### config.mk
export PLATFORM = sky130hd
export DESIGN_NAME = vt52_command_handler
export DESIGN_NICKNAME = d
export VERILOG_FILES = /design/src/rtl/vt52_pkg.sv /design/src/rtl/vt52_fill_engine.sv /design/src/rtl/vt52_command_handler.sv
export SDC_FILE = /design/constraint.sdc
export NUM_CORES = 1
export LEC_CHECK = 0
export BUFFER_PORTS_ARGS = -buffer_cell sky130_fd_sc_hd__buf_2
export CORE_UTILIZATION = 58
export CTS_BUF_LIST = sky130_fd_sc_hd__clkbuf_8 sky130_fd_sc_hd__clkbuf_16
export DETAILED_ROUTE_END_ITERATION = 16
export PLACE_DENSITY = 0.77
export SYNTH_ARGS = -nofsm -noshare
export SYNTH_HDL_FRONTEND = slang
export SYNTH_HIERARCHICAL = 1
export SYNTH_SLANG_ARGS = --single-unit
### constraint.sdc
create_clock -name clk -period 7.9 [get_ports clk]
set_clock_uncertainty 0.15 [all_clocks]
set_input_delay 0 -clock clk [delete_from_list [all_inputs] [get_ports clk]]
set_output_delay 0 -clock clk [all_outputs]
set_load 0.05 [all_outputs]
### src/rtl/vt52_pkg.sv
// Shared types and character constants for the VT52 byte-stream interpreter.
package vt52_pkg;

  typedef enum logic [2:0] {
    ST_IDLE,
    ST_ESC,
    ST_ESC_Y_ROW,
    ST_ESC_Y_COL,
    ST_FILL
  } state_e;

  localparam logic [7:0] CH_SPACE = 8'h20;
  localparam logic [7:0] CH_BS    = 8'h08;
  localparam logic [7:0] CH_HT    = 8'h09;
  localparam logic [7:0] CH_LF    = 8'h0A;
  localparam logic [7:0] CH_CR    = 8'h0D;
  localparam logic [7:0] CH_ESC   = 8'h1B;

  localparam logic [7:0] ESC_UP      = 8'h41; // A
  localparam logic [7:0] ESC_DOWN    = 8'h42; // B
  localparam logic [7:0] ESC_RIGHT   = 8'h43; // C
  localparam logic [7:0] ESC_LEFT    = 8'h44; // D
  localparam logic [7:0] ESC_HOME    = 8'h48; // H
  localparam logic [7:0] ESC_RLF     = 8'h49; // I
  localparam logic [7:0] ESC_ERA_EOS = 8'h4A; // J
  localparam logic [7:0] ESC_ERA_EOL = 8'h4B; // K
  localparam logic [7:0] ESC_ADDR    = 8'h59; // Y

  function automatic logic is_printable(input logic [7:0] b);
    return (b >= 8'h20) && (b <= 8'h7E);
  endfunction

endpackage

### src/rtl/vt52_fill_engine.sv
// Writes a run of cells one per clock from a start address, wrapping at the end of memory.
module vt52_fill_engine #(
  parameter int unsigned CELLS  = 1024,
  parameter int unsigned ADDR_W = 10,
  parameter int unsigned CNT_W  = 11
) (
  input  logic              clk,
  input  logic              clr,
  input  logic              start_i,
  input  logic [ADDR_W-1:0] start_addr_i,
  input  logic [CNT_W-1:0]  count_i,
  output logic              busy_o,
  output logic              done_o,
  output logic [ADDR_W-1:0] addr_o
);

  logic              busy_q, busy_d;
  logic [ADDR_W-1:0] addr_q, addr_d;
  logic [CNT_W-1:0]  rem_q, rem_d;

  always_ff @(posedge clk or posedge clr) begin
    if (clr) begin
      busy_q <= 1'b0;
      addr_q <= '0;
      rem_q  <= '0;
    end else begin
      busy_q <= busy_d;
      addr_q <= addr_d;
      rem_q  <= rem_d;
    end
  end

  // rem_q counts cells still to write after the current one.
  always_comb begin
    busy_d = busy_q;
    addr_d = addr_q;
    rem_d  = rem_q;
    if (start_i) begin
      busy_d = 1'b1;
      addr_d = start_addr_i;
      rem_d  = count_i - CNT_W'(1);
    end else if (busy_q) begin
      if (rem_q == '0) begin
        busy_d = 1'b0;
      end else begin
        rem_d  = rem_q - CNT_W'(1);
        addr_d = (addr_q == ADDR_W'(CELLS - 1)) ? '0 : addr_q + ADDR_W'(1);
      end
    end
  end

  assign busy_o = busy_q;
  assign done_o = busy_q && (rem_q == '0);
  assign addr_o = addr_q;

endmodule

### src/rtl/vt52_command_handler.sv
// VT52 byte interpreter: decodes printables, controls and escapes; drives char/cursor memories.
module vt52_command_handler
  import vt52_pkg::*;
#(
  parameter int unsigned COLS   = 64,
  parameter int unsigned ROWS   = 16,
  parameter int unsigned TAB    = 8,
  parameter int unsigned COL_W  = $clog2(COLS),
  parameter int unsigned ROW_W  = $clog2(ROWS),
  parameter int unsigned ADDR_W = $clog2(COLS*ROWS)
) (
  input  logic              clk,
  input  logic              clr,
  input  logic [7:0]        data,
  input  logic              valid,
  output logic              ready,
  output logic [ADDR_W-1:0] char_addr,
  output logic [7:0]        char_data,
  output logic              char_wen,
  output logic [COL_W-1:0]  cursor_x,
  output logic [ROW_W-1:0]  cursor_y,
  output logic              cursor_wen,
  output logic [ROW_W-1:0]  first_row,
  output logic              first_row_wen
);

  localparam int unsigned CELLS = COLS * ROWS;
  localparam int unsigned CNT_W = ADDR_W + 1;

  state_e            state_q, state_d;
  logic [COL_W-1:0]  cx_q, cx_d;
  logic [ROW_W-1:0]  cy_q, cy_d;
  logic [ROW_W-1:0]  fr_q, fr_d;
  logic [7:0]        row_q, row_d;
  logic              wr_q, wr_d;
  logic [ADDR_W-1:0] waddr_q, waddr_d;
  logic [7:0]        wdata_q, wdata_d;
  logic              cwen_q, cwen_d;
  logic              frwen_q, frwen_d;

  logic              fill_start, fill_busy, fill_done;
  logic [ADDR_W-1:0] fill_start_addr, fill_addr;
  logic [CNT_W-1:0]  fill_count;

  logic              accept;
  logic [ROW_W:0]    psum;
  logic [ROW_W-1:0]  prow;
  logic [ADDR_W-1:0] cur_paddr;
  logic [COL_W:0]    tab_nx;
  logic [ROW_W-1:0]  fr_inc, fr_dec;
  logic [7:0]        col_c;

  function automatic logic [ADDR_W-1:0] row_base(input logic [ROW_W-1:0] r);
    return ADDR_W'(r) * ADDR_W'(COLS);
  endfunction

  assign ready  = (state_q != ST_FILL);
  assign accept = valid && ready;

  // Logical row is offset by the scroll pointer, modulo ROWS.
  assign psum      = {1'b0, cy_q} + {1'b0, fr_q};
  assign prow      = (psum >= (ROW_W+1)'(ROWS)) ? ROW_W'(psum - (ROW_W+1)'(ROWS)) : psum[ROW_W-1:0];
  assign cur_paddr = row_base(prow) + ADDR_W'(cx_q);
  assign tab_nx    = ({1'b0, cx_q} | (COL_W+1)'(TAB - 1)) + (COL_W+1)'(1);
  assign fr_inc    = (fr_q == ROW_W'(ROWS - 1)) ? '0 : fr_q + ROW_W'(1);
  assign fr_dec    = (fr_q == '0) ? ROW_W'(ROWS - 1) : fr_q - ROW_W'(1);
  assign col_c     = data - CH_SPACE;

  always_ff @(posedge clk or posedge clr) begin
    if (clr) begin
      state_q <= ST_IDLE;
      cx_q    <= '0;
      cy_q    <= '0;
      fr_q    <= '0;
      row_q   <= '0;
      wr_q    <= 1'b0;
      waddr_q <= '0;
      wdata_q <= '0;
      cwen_q  <= 1'b0;
      frwen_q <= 1'b0;
    end else begin
      state_q <= state_d;
      cx_q    <= cx_d;
      cy_q    <= cy_d;
      fr_q    <= fr_d;
      row_q   <= row_d;
      wr_q    <= wr_d;
      waddr_q <= waddr_d;
      wdata_q <= wdata_d;
      cwen_q  <= cwen_d;
      frwen_q <= frwen_d;
    end
  end

  always_comb begin
    state_d         = state_q;
    cx_d            = cx_q;
    cy_d            = cy_q;
    fr_d            = fr_q;
    row_d           = row_q;
    wr_d            = 1'b0;
    waddr_d         = waddr_q;
    wdata_d         = wdata_q;
    frwen_d         = 1'b0;
    fill_start      = 1'b0;
    fill_start_addr = '0;
    fill_count      = '0;

    case (state_q)
      ST_IDLE: begin
        if (accept) begin
          if (is_printable(data)) begin
            wr_d    = 1'b1;
            waddr_d = cur_paddr;
            wdata_d = data;
            if (cx_q < COL_W'(COLS - 1)) cx_d = cx_q + COL_W'(1);
          end else begin
            case (data)
              CH_BS: if (cx_q > '0) cx_d = cx_q - COL_W'(1);
              CH_HT: begin
                if (tab_nx < (COL_W+1)'(COLS))     cx_d = tab_nx[COL_W-1:0];
                else if (cx_q < COL_W'(COLS - 1)) cx_d = cx_q + COL_W'(1);
              end
              CH_LF: begin
                if (cy_q < ROW_W'(ROWS - 1)) begin
                  cy_d = cy_q + ROW_W'(1);
                end else begin
                  // Old top row becomes the new bottom row and is blanked.
                  fr_d            = fr_inc;
                  frwen_d         = 1'b1;
                  fill_start      = 1'b1;
                  fill_start_addr = row_base(fr_q);
                  fill_count      = CNT_W'(COLS);
                  state_d         = ST_FILL;
                end
              end
              CH_CR:   cx_d = '0;
              CH_ESC:  state_d = ST_ESC;
              default: ;
            endcase
          end
        end
      end

      ST_ESC: begin
        if (accept) begin
          state_d = ST_IDLE;
          case (data)
            ESC_UP:    if (cy_q > '0) cy_d = cy_q - ROW_W'(1);
            ESC_DOWN:  if (cy_q < ROW_W'(ROWS - 1)) cy_d = cy_q + ROW_W'(1);
            ESC_RIGHT: if (cx_q < COL_W'(COLS - 1)) cx_d = cx_q + COL_W'(1);
            ESC_LEFT:  if (cx_q > '0) cx_d = cx_q - COL_W'(1);
            ESC_HOME: begin
              cx_d = '0;
              cy_d = '0;
            end
            ESC_RLF: begin
              if (cy_q > '0) begin
                cy_d = cy_q - ROW_W'(1);
              end else begin
                fr_d            = fr_dec;
                frwen_d         = 1'b1;
                fill_start      = 1'b1;
                fill_start_addr = row_base(fr_dec);
                fill_count      = CNT_W'(COLS);
                state_d         = ST_FILL;
              end
            end
            ESC_ERA_EOS: begin
              fill_start      = 1'b1;
              fill_start_addr = cur_paddr;
              fill_count      = CNT_W'(CELLS) - (CNT_W'(cy_q) * CNT_W'(COLS) + CNT_W'(cx_q));
              state_d         = ST_FILL;
            end
            ESC_ERA_EOL: begin
              fill_start      = 1'b1;
              fill_start_addr = cur_paddr;
              fill_count      = CNT_W'(COLS) - CNT_W'(cx_q);
              state_d         = ST_FILL;
            end
            ESC_ADDR: state_d = ST_ESC_Y_ROW;
            default:  ;
          endcase
        end
      end

      ST_ESC_Y_ROW: begin
        if (accept) begin
          row_d   = data - CH_SPACE;
          state_d = ST_ESC_Y_COL;
        end
      end

      ST_ESC_Y_COL: begin
        if (accept) begin
          if (32'(row_q) < ROWS) cy_d = ROW_W'(row_q);
          if (32'(col_c) < COLS) cx_d = COL_W'(col_c);
          state_d = ST_IDLE;
        end
      end

      ST_FILL: if (fill_done) state_d = ST_IDLE;

      default: state_d = ST_IDLE;
    endcase

    cwen_d = (cx_d != cx_q) || (cy_d != cy_q);
  end

  vt52_fill_engine #(
    .CELLS (CELLS),
    .ADDR_W(ADDR_W),
    .CNT_W (CNT_W)
  ) u_fill (
    .clk         (clk),
    .clr         (clr),
    .start_i     (fill_start),
    .start_addr_i(fill_start_addr),
    .count_i     (fill_count),
    .busy_o      (fill_busy),
    .done_o      (fill_done),
    .addr_o      (fill_addr)
  );

  assign char_wen      = wr_q | fill_busy;
  assign char_addr     = fill_busy ? fill_addr : waddr_q;
  assign char_data     = fill_busy ? CH_SPACE : wdata_q;
  assign cursor_x      = cx_q;
  assign cursor_y      = cy_q;
  assign cursor_wen    = cwen_q;
  assign first_row     = fr_q;
  assign first_row_wen = frwen_q;

endmodule

# After elaboration in Yosys (flattened, before gate mapping)
# Index checks and enable logic that the tools add are counted.
[totals]
input_bits = 11
output_inout_bits = 36
reg_bits = 68
[op_classes]
eq_ne = 36
mux = 85
reduce_logical = 16
magnitude_cmp = 10
n_addsub = 17
n_bitwise = 1
[ops]
columns = ["op", "n"]
rows = [
  ["10-bit two-way mux", 11],
  ["8-bit by 7-bit == test with 1-bit output (second input constant)", 9],
  ["4-bit two-way mux", 18],
  ["6-bit case mux with 3 select lines", 3],
  ["6-bit two-way mux", 8],
  ["11-bit two-way mux", 4],
  ["10-bit case mux with 2 select lines", 2],
  ["7-bit two-way mux", 5],
  ["11-bit case mux with 3 select lines", 1],
  ["8-bit by 4-bit == test with 1-bit output (second input constant)", 4],
  ["3-bit two-way mux", 8],
  ["4-bit case mux with 3 select lines", 2],
  ["11-bit case mux with 2 select lines", 1],
  ["11-bit by 1-bit subtractor with 11-bit output (second input constant)", 2],
  ["2-bit inequality test (second input constant)", 10],
  ["8-bit AND reduction", 2],
  ["3-bit case mux with 5 select lines", 1],
  ["1-bit two-way mux", 14],
  ["4-bit by 1-bit subtractor with 4-bit output (second input constant)", 3],
  ["10-bit by 6-bit adder with 11-bit output", 1],
  ["11-bit zero test", 1],
  ["11-bit subtractor (first input constant)", 1],
  ["10-bit by 1-bit adder with 10-bit output (second input constant)", 1],
  ["10-bit by 6-bit adder with 10-bit output", 1],
  ["42 further kinds", 52],
]

# Logic depth before layout (Yosys ltp)
[logic_depth]
depth_word = 9
depth_mapped = 19
depth_no_buf = 17

# Cells and area by module
# The synthesis kept the hierarchy.
[by_module_without_submodules]
columns = ["module", "area_per_inst_um2", "instances", "cells_each", "seq_area_each_um2"]
rows = [
  ["vt52_command_handler", 5023.6, 1, 648, 1151.1],
  ["vt52_fill_engine", 1511.4, 1, 165, 550.5],
]

# Least setup slack after synthesis
# No wires, ideal clock.
[synth_timing]
path_type = "flip-flop to flip-flop"
from = "register cy_q[1] (netlist: cursor_y[1])"
to = "register u_fill.rem_q[8]"
path_buffers = 3
setup_time_ns = 0.122
setup_slack_ns = 3.834
required_ns = 7.628
arrival_ns = 3.794
stages_incl_launch_ff = 14
cell_sequence = "dfrtp_1 > ha_1 > nand2_1 > or4_1 > o21ai_0 > buf_6 > buf_4 > clkbuf_1 > mux2i_1 > ha_1 > o21ai_2 > a2111oi_1 > a31o_2 > o2bb2ai_1"
[synth_via]
elab_chain_cells = 8
elab_cells_between_ends = 25
classes_between = "add/sub: 3; order compare: 2; eq/ne: 1; mux: 17; reduce/logical: 2"
[synth_lines]
columns = ["item", "line_no", "text"]
rows = [
  ["start: declaration", "vt52_command_handler.sv:32", "logic [ROW_W-1:0] cy_q, cy_d;"],
  ["start signal: assignment", "vt52_command_handler.sv:84", "cy_q <= cy_d;"],
  ["4-bit < comparator", "vt52_command_handler.sv:125", "if (cy_q < ROW_W'(ROWS - 1)) begin"],
  ["1-bit two-way mux", "vt52_command_handler.sv:125", ""],
  ["1-bit two-way mux", "vt52_command_handler.sv:118", "case (data)"],
  ["1-bit two-way mux", "vt52_command_handler.sv:112", "if (is_printable(data)) begin"],
  ["1-bit two-way mux", "vt52_command_handler.sv:111", "if (accept) begin"],
  ["1-bit case mux with 2 select lines (*)", "vt52_command_handler.sv:109", "case (state_q)"],
  ["named net fill_start", "vt52_command_handler.sv:41", "logic fill_start, fill_busy, fill_done;"],
  ["2-bit inequality test (no source line) or 2-bit nonzero test (tied branches)", "--", ""],
  ["2-bit AND reduction (no source line)", "--", ""],
  ["end signal: assignment", "vt52_fill_engine.sv:29", "rem_q <= rem_d;"],
  ["end: declaration", "vt52_fill_engine.sv:19", "logic [CNT_W-1:0] rem_q, rem_d;"],
]
# The timed path passes the listed nets; every way through them passes the cells marked *.
# A chain may end at the register's enable or synchronous reset.

# Worst setup path in the final report
[layout_timing]
from = "register state_q[2]"
to = "register u_fill.rem_q[8]"
[layout_via]
elab_chain_cells = 6
elab_cells_between_ends = 15
classes_between = "add/sub: 1; eq/ne: 3; mux: 7; reduce/logical: 4"
[layout_lines]
columns = ["item", "line_no", "text"]
rows = [
  ["start: declaration", "vt52_command_handler.sv:30", "state_e state_q, state_d;"],
  ["start signal: assignment", "vt52_command_handler.sv:82", "state_q <= state_d;"],
  ["3-bit inequality test", "vt52_command_handler.sv:57", "assign ready = (state_q != ST_FILL);"],
  ["1-bit logical AND", "vt52_command_handler.sv:58", "assign accept = valid && ready;"],
  ["1-bit two-way mux (on tied branches)", "vt52_command_handler.sv:146, vt52_command_handler.sv:111", ""],
  ["1-bit case mux with 2 select lines (*)", "vt52_command_handler.sv:109", ""],
  ["named net fill_start", "vt52_command_handler.sv:41", ""],
  ["2-bit inequality test (no source line) or 2-bit nonzero test (tied branches)", "--", ""],
  ["2-bit AND reduction (no source line)", "--", ""],
]
# Marked as above.

==> run metrics <==
status=complete, no violations; Startpoint Class=flop; HPWL after DPL=15,440 um; area grow syn2layout=6.242%; max-cap viol count=0; hold crit path type=in -> reg; initial antenna violation count=1; Initial Utilization=60.02%; FF-to-FF path depth=10; Floorplan Core Area=10,890 sq um; total gr overflow=0; Crit path buffers/inverters=0; Leak=2.722 nW; # fillers=935; global-route wire length before repair=34,510 um; CP required=8010 ps; Worst Hold Path Cells=3; CTS tree=done; Setup Crit Path Kind=reg -> reg; WL final=21,730 um; H-tree depth=3; vias in the first global route=6,207; sw frac=52.62%; Max Root-Sink Buffers=2; die area=11,700 sq um; residual DRC count=0; mean post-synth cell area=8.038 sq um; die width=108.1 um; crit path capture=u_fill/rem_q[8]; Sink Count=68; Slew headroom=18.91%; drt pass-1 iters=6; synth warn=6; Via-to-Cell Ratio=6.971; largest net degree at the start of global routing=48; Worst R2R Setup Slack=3040 ps; Die Y=108.1 um; final instance area=6943 sq um; Int Power=1.083 mW; fin crit share=61.52%; RSZ-0062 raised after global routing=false; via count=6,727; final total power=2.286 mW; Nets=869; R2R Path End=u_fill/rem_q[8]; Logic pwr share=56.8%; Worst VDD drop=0.2720 mV; Boundary Pins=47; CTS clock-pin slew for the worst setup and hold paths=80 ps; area occupied by multi-input gates=4394 sq um; number of DRC markers in iteration 0=819; Yosys reg bits=68; GRT Overall Usage=38.74%; syn nets=861; Register Area=1702 sq um; final setup TNS=0 ps; Crit path depth=10; Tmin final=4860 ps; synth unique cells=96; NetSw=1.203 mW; commonest non-fill, non-tap cells in the layout=87 x nand2_1, 68 x dfrtp_1, 61 x nor2_1; clock root buffer=clkbuf_8; crit path DAT=4970 ps; Post-CTS Resized=0; CP Capture Type=flop; Setup Viol. Count Final=0; CP cell instances=or3b_1, nand2_1, or4_1, o21ai_4, mux2i_1, ha_1, o21ai_2, a2111oi_1, a31o_2, o2bb2ai_1; Post-DP Area=6648 sq um; Fin. Hold Viols=0; Power Density=329.2 nW/um^2; row cnt=38; Clock Latency Late Sink=390 ps; highest clock rate=205.8 MHz; post-route ant nets=0; WL/cell=22.52 um; ANT cells=0; routability cong.=0.9491; ys flop type=dfrtp_1; worst flop-to-flop path startpoint=state_q[2]; CP max stage cell=or4_1; total CTS buffers=9; Post-synth EDFFs=0; worst slew pin tran=1212 ps; Top delay family on crit path=simple AND/OR/NAND/NOR gates; share of layout cells above drive strength 1=13.58%; Cell Area, Synth=6535 sq um; sequential-to-total area share from yosys stat=26.04%; final slew viol count=0; PortBufs=46; clock power share=14.7%; Critical Path Source=state_q[2]; Crit Path Max Fanout=47; Async S/R FF share, synth=100.0%; Post-Syn Instances=813; max incr delay on CP=830 ps; Reg power frac=28.5%; most common cell after layout, fill and taps aside=nand2_1
metrics by stage:
step           utilization, %  hold WS, ps  setup slack [ps]  std cells
2_1_floorplan               -       -160.8              3834        813
3_3_place_gp            61.05        79.66              3404        942
3_5_place_dp            61.05        86.87              3241        942
4_1_cts                 63.77        33.02              3213        965
5_1_grt                 63.77        75.88              2791        965
6_report                63.77        49.52              3040        965
kinds of logic after synthesis:
logic type / synth area share (%)
DFF: 26.04
muxes: 5.284
AOI/OAI and AO/OA: 23.88
adders and majority gates: 7.199
xor gates and xnor gates: 5.361
buffers and inverters: 7.065
and+or+nand+nor: 25.18
Yosys cell counts, drive strengths merged (5+ instances only):
library cell | instances | area, sq um
o31ai | 5 | 51.30
nor3b | 6 | 45.04
a31o | 6 | 52.55
a221oi | 6 | 52.55
nor2b | 12 | 75.07
nand2b | 5 | 31.28
a22oi | 9 | 67.56
or4 | 6 | 50.05
buf | 29 | 212.7
xor2 | 14 | 122.6
nand2 | 87 | 326.6
a21o | 7 | 52.55
o22ai | 12 | 75.07
and3 | 8 | 50.05
xnor2 | 26 | 227.7
mux2 | 17 | 195.2
o21ai | 51 | 259.0
and2 | 7 | 43.79
ha | 36 | 450.4
or4b | 5 | 50.05
nand3 | 28 | 145.1
a211oi | 8 | 60.06
clkbuf | 30 | 116.4
nor3 | 38 | 200.2
nor2 | 62 | 235.2
o211ai | 6 | 45.04
dfrtp | 68 | 1702
mux2i | 15 | 150.1
o21bai | 7 | 52.55
nand4 | 6 | 37.54
a31oi | 10 | 68.81
a21oi | 59 | 295.3
or3 | 8 | 50.05
nor4 | 15 | 121.4
inv | 29 | 108.9
state kept, by name, summed over array words and instances (netlist names):
register and flops:
wdata_q 8, first_row 4, wr_q 1, cursor_x 6, row_q 8, state_q 3
first_row_wen 1, u_fill/rem_q 11, cursor_y 4, u_fill/addr_o 10, u_fill/busy_o 1, cursor_wen 1
waddr_q 10
cell type report:
cell class,instances,area share (%)
clock inverter,5,1.117
tap,140,2.523
timing repair buffer,57,4.794
inverter,33,1.784
multi-input combinational,652,63.29
clock buffer,10,1.982
sequential,68,24.51
metal layers:
layer / track usage (%) / vias to the layer above / routed length (um)
met4: 19.08 / 0 / 897
met2: 60.10 / 457 / 9834
met3: 7.414 / 80 / 2264
li1: - / 3016 / -
met5: 0 / - / 0
met1: 51.49 / 3174 / 8734
worst register-to-register path, delay by kind of cell, from the launching register on:
family / cells / cell delay (ps)
AO/OA/AOI/OAI: 5 / 1580
adder cells (fa/ha/maj): 1 / 260
flip-flops: 1 / 560
multiplexers: 1 / 330
AND/OR/NAND/NOR: 3 / 1880
worst min-delay path by stage:
stage	startpoint	end	slack, ps
after detailed placement	clr	u_fill/addr_o[3]	90
final	data[7]	row_q[7]	50
after global routing	data[7]	row_q[7]	80
after CTS	data[6]	wdata_q[6]	30
after global placement	clr	u_fill/addr_o[2]	80
after floorplan	clr	u_fill/addr_o[0]	-160
repair_timing:
action,in CTS,in global routing
setup buffers,0,0
hold buffers,8,0
endpoints found under the hold margin,77,0
power groups by stage:
stage          Combinational [mW]  Sequential (mW)  Clock, mW
5_1_grt                      1.40            0.666      0.351
6_report                     1.30            0.651      0.336
4_1_cts                      1.27            0.643      0.339
3_3_place_gp                 1.23            0.640          0
2_1_floorplan                1.02            0.588          0
3_5_place_dp                 1.26            0.649          0
Power figures use the tool's default switching activity.
